`src/rtl/axi_ring_buffer.sv`:
```
// axi_ring_buffer: DDR-backed sample FIFO.
// Packs a 32-bit input word stream into fixed-length AXI4 INCR write bursts
// that fill a ring region of external memory. It reads the data back with
// AXI4 read bursts and returns it as an in-order 32-bit output stream.
//
// Ports:
//   aclk, reset           clock; synchronous active-high reset
//   in_valid/in_ready/in_data      input word stream
//   out_valid/out_ready/out_data   output word stream
//   fill_words            number of words committed to the ring
//   aw*/w*/b*             AXI4 write channels (master side)
//   ar*/r*                AXI4 read channels (master side)
module axi_ring_buffer #(
   parameter logic [31:0] base_addr  = 32'h0000_0000,
   parameter int unsigned ring_words = 4096,
   parameter int unsigned burst_len  = 16
) (
   input  logic        aclk,
   input  logic        reset,
   input  logic        in_valid,
   output logic        in_ready,
   input  logic [31:0] in_data,
   output logic        out_valid,
   input  logic        out_ready,
   output logic [31:0] out_data,
   output logic [31:0] fill_words,
   output logic [3:0]  awid,
   output logic [31:0] awaddr,
   output logic [7:0]  awlen,
   output logic [2:0]  awsize,
   output logic [1:0]  awburst,
   output logic        awvalid,
   input  logic        awready,
   output logic [31:0] wdata,
   output logic [3:0]  wstrb,
   output logic        wlast,
   output logic        wvalid,
   input  logic        wready,
   input  logic        bvalid,
   input  logic [1:0]  bresp,
   output logic        bready,
   output logic [3:0]  arid,
   output logic [31:0] araddr,
   output logic [7:0]  arlen,
   output logic [2:0]  arsize,
   output logic [1:0]  arburst,
   output logic        arvalid,
   input  logic        arready,
   input  logic        rvalid,
   input  logic [31:0] rdata,
   input  logic        rlast,
   input  logic [1:0]  rresp,
   output logic        rready
);

   localparam int unsigned PW = $clog2(ring_words);
   localparam int unsigned CW = $clog2(burst_len + 1);
   localparam int unsigned BW = (burst_len > 1) ? $clog2(burst_len) : 1;
   localparam logic [CW-1:0] BURST_C   = CW'(burst_len);
   localparam logic [BW-1:0] LAST_BEAT = BW'(burst_len - 1);
   localparam logic [31:0]   RING_32   = 32'(ring_words);
   localparam logic [31:0]   BURST_32  = 32'(burst_len);
   localparam logic [PW-1:0] PTR_STEP  = PW'(burst_len);

   typedef enum logic [1:0] {W_FILL, W_ADDR, W_DATA, W_RESP} wstate_t;
   typedef enum logic [1:0] {R_IDLE, R_ADDR, R_DATA} rstate_t;

   wstate_t       wstate, wstate_nxt;
   rstate_t       rstate, rstate_nxt;
   logic [CW-1:0] wcount, ocount;
   logic [BW-1:0] wbeat, rbeat, ridx;
   logic [PW-1:0] wr_ptr, rd_ptr;
   logic [31:0]   wbuf [burst_len];
   logic [31:0]   rbuf [burst_len];
   logic          wr_done, rd_done;

   // Response codes and rlast are not used: the burst length is fixed.
   logic unused_inputs;
   assign unused_inputs = ^{bresp, rresp, rlast};

   // Constant AXI fields
   assign awid    = 4'd0;
   assign arid    = 4'd0;
   assign awlen   = 8'(burst_len - 1);
   assign arlen   = 8'(burst_len - 1);
   assign awsize  = 3'b010;
   assign arsize  = 3'b010;
   assign awburst = 2'b01;
   assign arburst = 2'b01;
   assign wstrb   = 4'hF;

   assign awaddr  = base_addr + 32'({wr_ptr, 2'b00});
   assign araddr  = base_addr + 32'({rd_ptr, 2'b00});
   assign wdata   = wbuf[wbeat];

   assign wr_done = (wstate == W_RESP) && bvalid;
   assign rd_done = (rstate == R_DATA) && rvalid && (rbeat == LAST_BEAT);

   // Output stream walks the read buffer from index 0 upward as ocount drains
   assign ridx      = (ocount == '0) ? '0 : BW'(BURST_C - ocount);
   assign out_valid = (ocount != '0);
   assign out_data  = rbuf[ridx];

   // Write FSM state register
   always_ff @(posedge aclk) begin
      if (reset) wstate <= W_FILL;
      else       wstate <= wstate_nxt;
   end

   // Write FSM next state and channel controls
   always_comb begin
      wstate_nxt = wstate;
      in_ready   = 1'b0;
      awvalid    = 1'b0;
      wvalid     = 1'b0;
      wlast      = 1'b0;
      bready     = 1'b0;
      case (wstate)
         W_FILL: begin
            in_ready = (wcount < BURST_C);
            if ((wcount == BURST_C) && ((RING_32 - fill_words) >= BURST_32))
               wstate_nxt = W_ADDR;
         end
         W_ADDR: begin
            awvalid = 1'b1;
            if (awready) wstate_nxt = W_DATA;
         end
         W_DATA: begin
            wvalid = 1'b1;
            wlast  = (wbeat == LAST_BEAT);
            if (wready && (wbeat == LAST_BEAT)) wstate_nxt = W_RESP;
         end
         W_RESP: begin
            bready = 1'b1;
            if (bvalid) wstate_nxt = W_FILL;
         end
         default: wstate_nxt = W_FILL;
      endcase
   end

   // Write staging buffer storage
   always_ff @(posedge aclk) begin
      if (in_valid && in_ready) wbuf[BW'(wcount)] <= in_data;
   end

   // Write side counters and ring pointer
   always_ff @(posedge aclk) begin
      if (reset) begin
         wcount <= '0;
         wbeat  <= '0;
         wr_ptr <= '0;
      end else begin
         if (in_valid && in_ready) wcount <= wcount + CW'(1);
         if (wvalid && wready) wbeat <= wlast ? '0 : wbeat + BW'(1);
         if (wr_done) begin
            wcount <= '0;
            wr_ptr <= wr_ptr + PTR_STEP;
         end
      end
   end

   // Read FSM state register
   always_ff @(posedge aclk) begin
      if (reset) rstate <= R_IDLE;
      else       rstate <= rstate_nxt;
   end

   // Read FSM next state and channel controls
   always_comb begin
      rstate_nxt = rstate;
      arvalid    = 1'b0;
      rready     = 1'b0;
      case (rstate)
         R_IDLE: begin
            if ((fill_words >= BURST_32) && (ocount == '0)) rstate_nxt = R_ADDR;
         end
         R_ADDR: begin
            arvalid = 1'b1;
            if (arready) rstate_nxt = R_DATA;
         end
         R_DATA: begin
            rready = 1'b1;
            if (rvalid && (rbeat == LAST_BEAT)) rstate_nxt = R_IDLE;
         end
         default: rstate_nxt = R_IDLE;
      endcase
   end

   // Read buffer storage; only written while the output side is empty
   always_ff @(posedge aclk) begin
      if (rvalid && rready) rbuf[rbeat] <= rdata;
   end

   // Read side counters, ring pointer and output occupancy
   always_ff @(posedge aclk) begin
      if (reset) begin
         rbeat  <= '0;
         rd_ptr <= '0;
         ocount <= '0;
      end else begin
         if (rvalid && rready) rbeat <= (rbeat == LAST_BEAT) ? '0 : rbeat + BW'(1);
         if (rd_done) begin
            ocount <= BURST_C;
            rd_ptr <= rd_ptr + PTR_STEP;
         end else if (out_valid && out_ready) begin
            ocount <= ocount - CW'(1);
         end
      end
   end

   // Committed-word count; simultaneous write and read completions cancel
   always_ff @(posedge aclk) begin
      if (reset) fill_words <= '0;
      else begin
         case ({wr_done, rd_done})
            2'b10:   fill_words <= fill_words + BURST_32;
            2'b01:   fill_words <= fill_words - BURST_32;
            default: fill_words <= fill_words;
         endcase
      end
   end

endmodule

```
`config.mk`:
```
export PLATFORM = sky130hd
export DESIGN_NAME = axi_ring_buffer
export DESIGN_NICKNAME = d
export VERILOG_FILES = /design/src/rtl/axi_ring_buffer.sv
export SDC_FILE = /design/constraint.sdc
export NUM_CORES = 1
export LEC_CHECK = 0
export CAP_MARGIN = 20
export CORE_MARGIN = 2
export CORE_UTILIZATION = 30
export DETAILED_ROUTE_END_ITERATION = 7
export GPL_TIMING_DRIVEN = 0
export PLACE_DENSITY = 0.5
export SETUP_SLACK_MARGIN = 0.2
export SYNTH_ARGS = -nofsm -noshare
export SYNTH_HDL_FRONTEND = slang
export SYNTH_SLANG_ARGS = --single-unit
```
`constraint.sdc`:
```
create_clock -name aclk -period 8.7 [get_ports aclk]
set_clock_uncertainty 0.1 [all_clocks]
set_input_delay 2.175 -clock aclk [delete_from_list [all_inputs] [get_ports aclk]]
set_output_delay 2.175 -clock aclk [all_outputs]
set_load 0.01 [all_outputs]
```
==> impl_metrics.toml <==
[logic_synthesis]
synthTopCellsByArea = "edfxtp_1 (70%), mux4_2 (17%), dfxtp_1 (3.2%)"
syn_area_per_cell_um2 = 20.5
synth_compound_area_share_pct = 1.63
yosys.area_share.simple_pct = 3.51
synthXorXnorAreaFrac_pct = 1.00
synth_edf_count = 1024
synth.mux.area_fraction_pct = 16.6
synth.most_common_cell = "edfxtp_1"
yosys_register_bits = 1094
synth-main-ff-cell = "edfxtp_1"
yosysTopAreaCell = "edfxtp_1"
synthAdderAreaFrac_pct = 0.602
ys_warn_count = 0
yosysSeqAreaShare_pct = 73.7
synth_top_family_by_area = "multiplexers"
syn-cell-area_mm2 = 0.0436
yosys-top-cells-count = "edfxtp_1 (1024), mux4_2 (320), nor2_1 (111)"
synth_cell_types = 69
synth_cells = 2132
synthArstFlopShare_pct = 0
synth.top_cell.area_share_pct = 70.5

[min_path]
min_path_type = "register to register"

[final_layout]
fin_area_mm2 = 0.0534
fillers = 13200
drive_gt1_share_pct = 27.1
area_growth_pct = 22.4
num-nets-final = 2699

[setup_path]
cp.arrival_ps = 4740
crit_required_ps = 6430
cp_max_fo = 10
crit_path_end_kind = "output pin"
start_kind = "register"
crit_type = "register to output pin"
regToRegSetupSlack_ps = 4040

[floorplan]
rows = 139
die_w_um = 385
core_area_mm2 = 0.144
io_pins = 284
start_util_pct = 30.3
dieArea_mm2 = 0.149
die_h_um = 385

[routing]
vias_per_cell = 4.83
wl_mm = 114
routedWlPerCell_um = 24.7
first_pass_iters = 5
route.detailed.drc = 0
antenna_left = 0
dr.first_iter.drc_count = 2108
vias = 22200

[sta]
slew_viol_final = 0
worstMarginPinSlew_ps = 1070
fmax_ghz = 0.143
hold_viol = 0
fin_crit_sh_pct = 80.7
final-setup-viol-count = 0
final.min_clock_period_ps = 7020
maxSlewHeadroom_pct = 27.9
rsz0062_at_grt = "no"
whs_ps = 355

[global_route]
antenna_found_initial = 12
grt_max_degree = 21
grt_pass1_vias = 23300
overflow = 0
grtUsageTotal_pct = 15.2
grt_pass1_wl_mm = 163

[clock_network]
cts_resized = 0
clk_pin_slew_ps = 60
postCtsSetupBuffers = 0
root_buffer = "clkbuf_16"
cts_max_level = 3
tritoncts = "yes"
tritoncts.num_buffers = 114
clk_latency_ps = 730
clkSinkCount = 1094
hold_buffers = 0
clock_path_buffers = 3

[run]
max_cap_viol_count = 0

[pwr]
power.leakage_nw = 16.8
cellPowerDensity_mw_per_mm2 = 205
vdd_drop_max_mv = 0.160

[place]
dpl_cell_area_mm2 = 0.0496
dp_hpwl_mm = 75.7
portBuffers = 188
place_congestion = 0.800

[outcome]
outcome = "completed"
critical path, stage by stage, from the launching register on:
cell	delay [ps]
dfxtp_1	350
inv_1	80
ha_1	230
nor4b_1	460
inv_1	320
nand2_1	180
buf_4	240
buf_2	470
mux4_2	590
mux4_2	550
clkdlybuf4s50_1	520
through the flow:
step / setup TNS, ps / utilization [%] / worst slack [ps] / std cells / power [mW]
floorplan: 0 / - / 2830 / 2220 / 6.06
CTS: 0 / 37.0 / 1530 / 4593 / 11.1
global route: 0 / 37.1 / 1360 / 4602 / 11.3
global placement: -147370 / 33.5 / -1260 / 4311 / 6.24
finish: 0 / 37.1 / 1680 / 4605 / 11.0
detailed placement: 0 / 34.4 / 2370 / 4379 / 6.27
power by group:
| part | total, mW | leakage [nW] | internal (mW) | switching (mW) |
|---|---|---|---|---|
| clock network | 4.80 | 1.81 | 2.74 | 2.06 |
| registers | 5.81 | 9.79 | 5.80 | 0.0112 |
| logic | 0.348 | 5.17 | 0.150 | 0.198 |
path summary, 6_finish.rpt:
| kind | depth (start not counted) | from | end |
|---|---|---|---|
| setup / recovery | 10 | ocount[0]$_SDFFE_PP0P_ | out_data[24] |
| hold / removal | 1 | rstate[1]$_SDFFE_PP0P_ | rstate[0]$_SDFFE_PP0P_ |
| setup reg to reg | 11 | rstate[1]$_SDFFE_PP0P_ | fill_words[21]$_SDFFE_PP0P_ |
| hold reg to reg | 1 | rstate[1]$_SDFFE_PP0P_ | rstate[0]$_SDFFE_PP0P_ |
cells by family (layout without fill, tap and decap cells):
logic type               Yosys count  after routing
XOR/XNOR                          50             50
multiplexers                     324            324
adder cells (fa/ha/maj)           21             21
AO/OA/AOI/OAI                    105            105
flip-flops                      1094           1094
AND/OR/NAND/NOR                  305            305
buffers and inverters            231            709
other                              2             94
cell type report:
type	instances	area [um^2]	share of cell area, %
antenna	4	10.0	0.0187
clock inverter	76	748	1.40
buffer	205	1200	2.25
tap	1903	2380	4.46
multi-input combinational	895	10700	20.1
sequential	1094	32200	60.2
clock buffer	138	2970	5.57
timing repair buffer	264	3120	5.85
inverter	26	97.6	0.183
routing by layer:
| metal | GRT usage [%] | up-vias | part of all wire (%) |
|---|---|---|---|
| li1 | - | 9535 | - |
| met1 | 20.3 | 11900 | 43 |
| met2 | 25.6 | 644 | 50 |
| met3 | 2.88 | 152 | 5.4 |
| met4 | 3.59 | 10 | 1.8 |
| met5 | 0 | - | 0.061 |
registers in the layout, indices dropped and copies added (netlist names), named ones only:
name        count
wbeat           4
rbeat           4
wbuf          512
rd_ptr          8
wr_ptr          8
ocount          5
rbuf          512
wcount          5
rstate          2
fill_words     28
wstate          2
cells in the final DEF (no fill, tap or decap), types with 6 or more instances in the layout:
master,Yosys,final
and3_1,9,9
nor2b_1,6,6
clkinv_2,0,29
nand3_1,25,25
conb_1,2,90
dfxtp_1,70,70
xnor2_1,25,25
inv_1,26,26
bufinv_16,0,10
nor3_2,0,8
a31oi_1,12,12
a41oi_1,6,6
buf_16,0,11
clkbuf_1,69,91
buf_1,18,18
buf_8,0,12
nor2_4,0,24
clkdlybuf4s50_1,0,188
nor2_1,111,87
buf_12,0,19
buf_6,3,36
clkinv_1,0,20
or3_1,8,8
clkbuf_16,0,115
clkinvlp_4,0,7
xor2_1,25,25
nand2b_1,7,7
a21oi_1,34,34
nand4_1,17,17
o21ai_0,14,14
ha_1,21,21
nor4_1,6,6
nor3_1,27,19
buf_4,106,107
and2_1,10,10
buf_2,9,9
edfxtp_1,1024,1024
mux4_2,320,320
nand2_1,52,52
No activity file was read; power rests on OpenSTA's default activity.
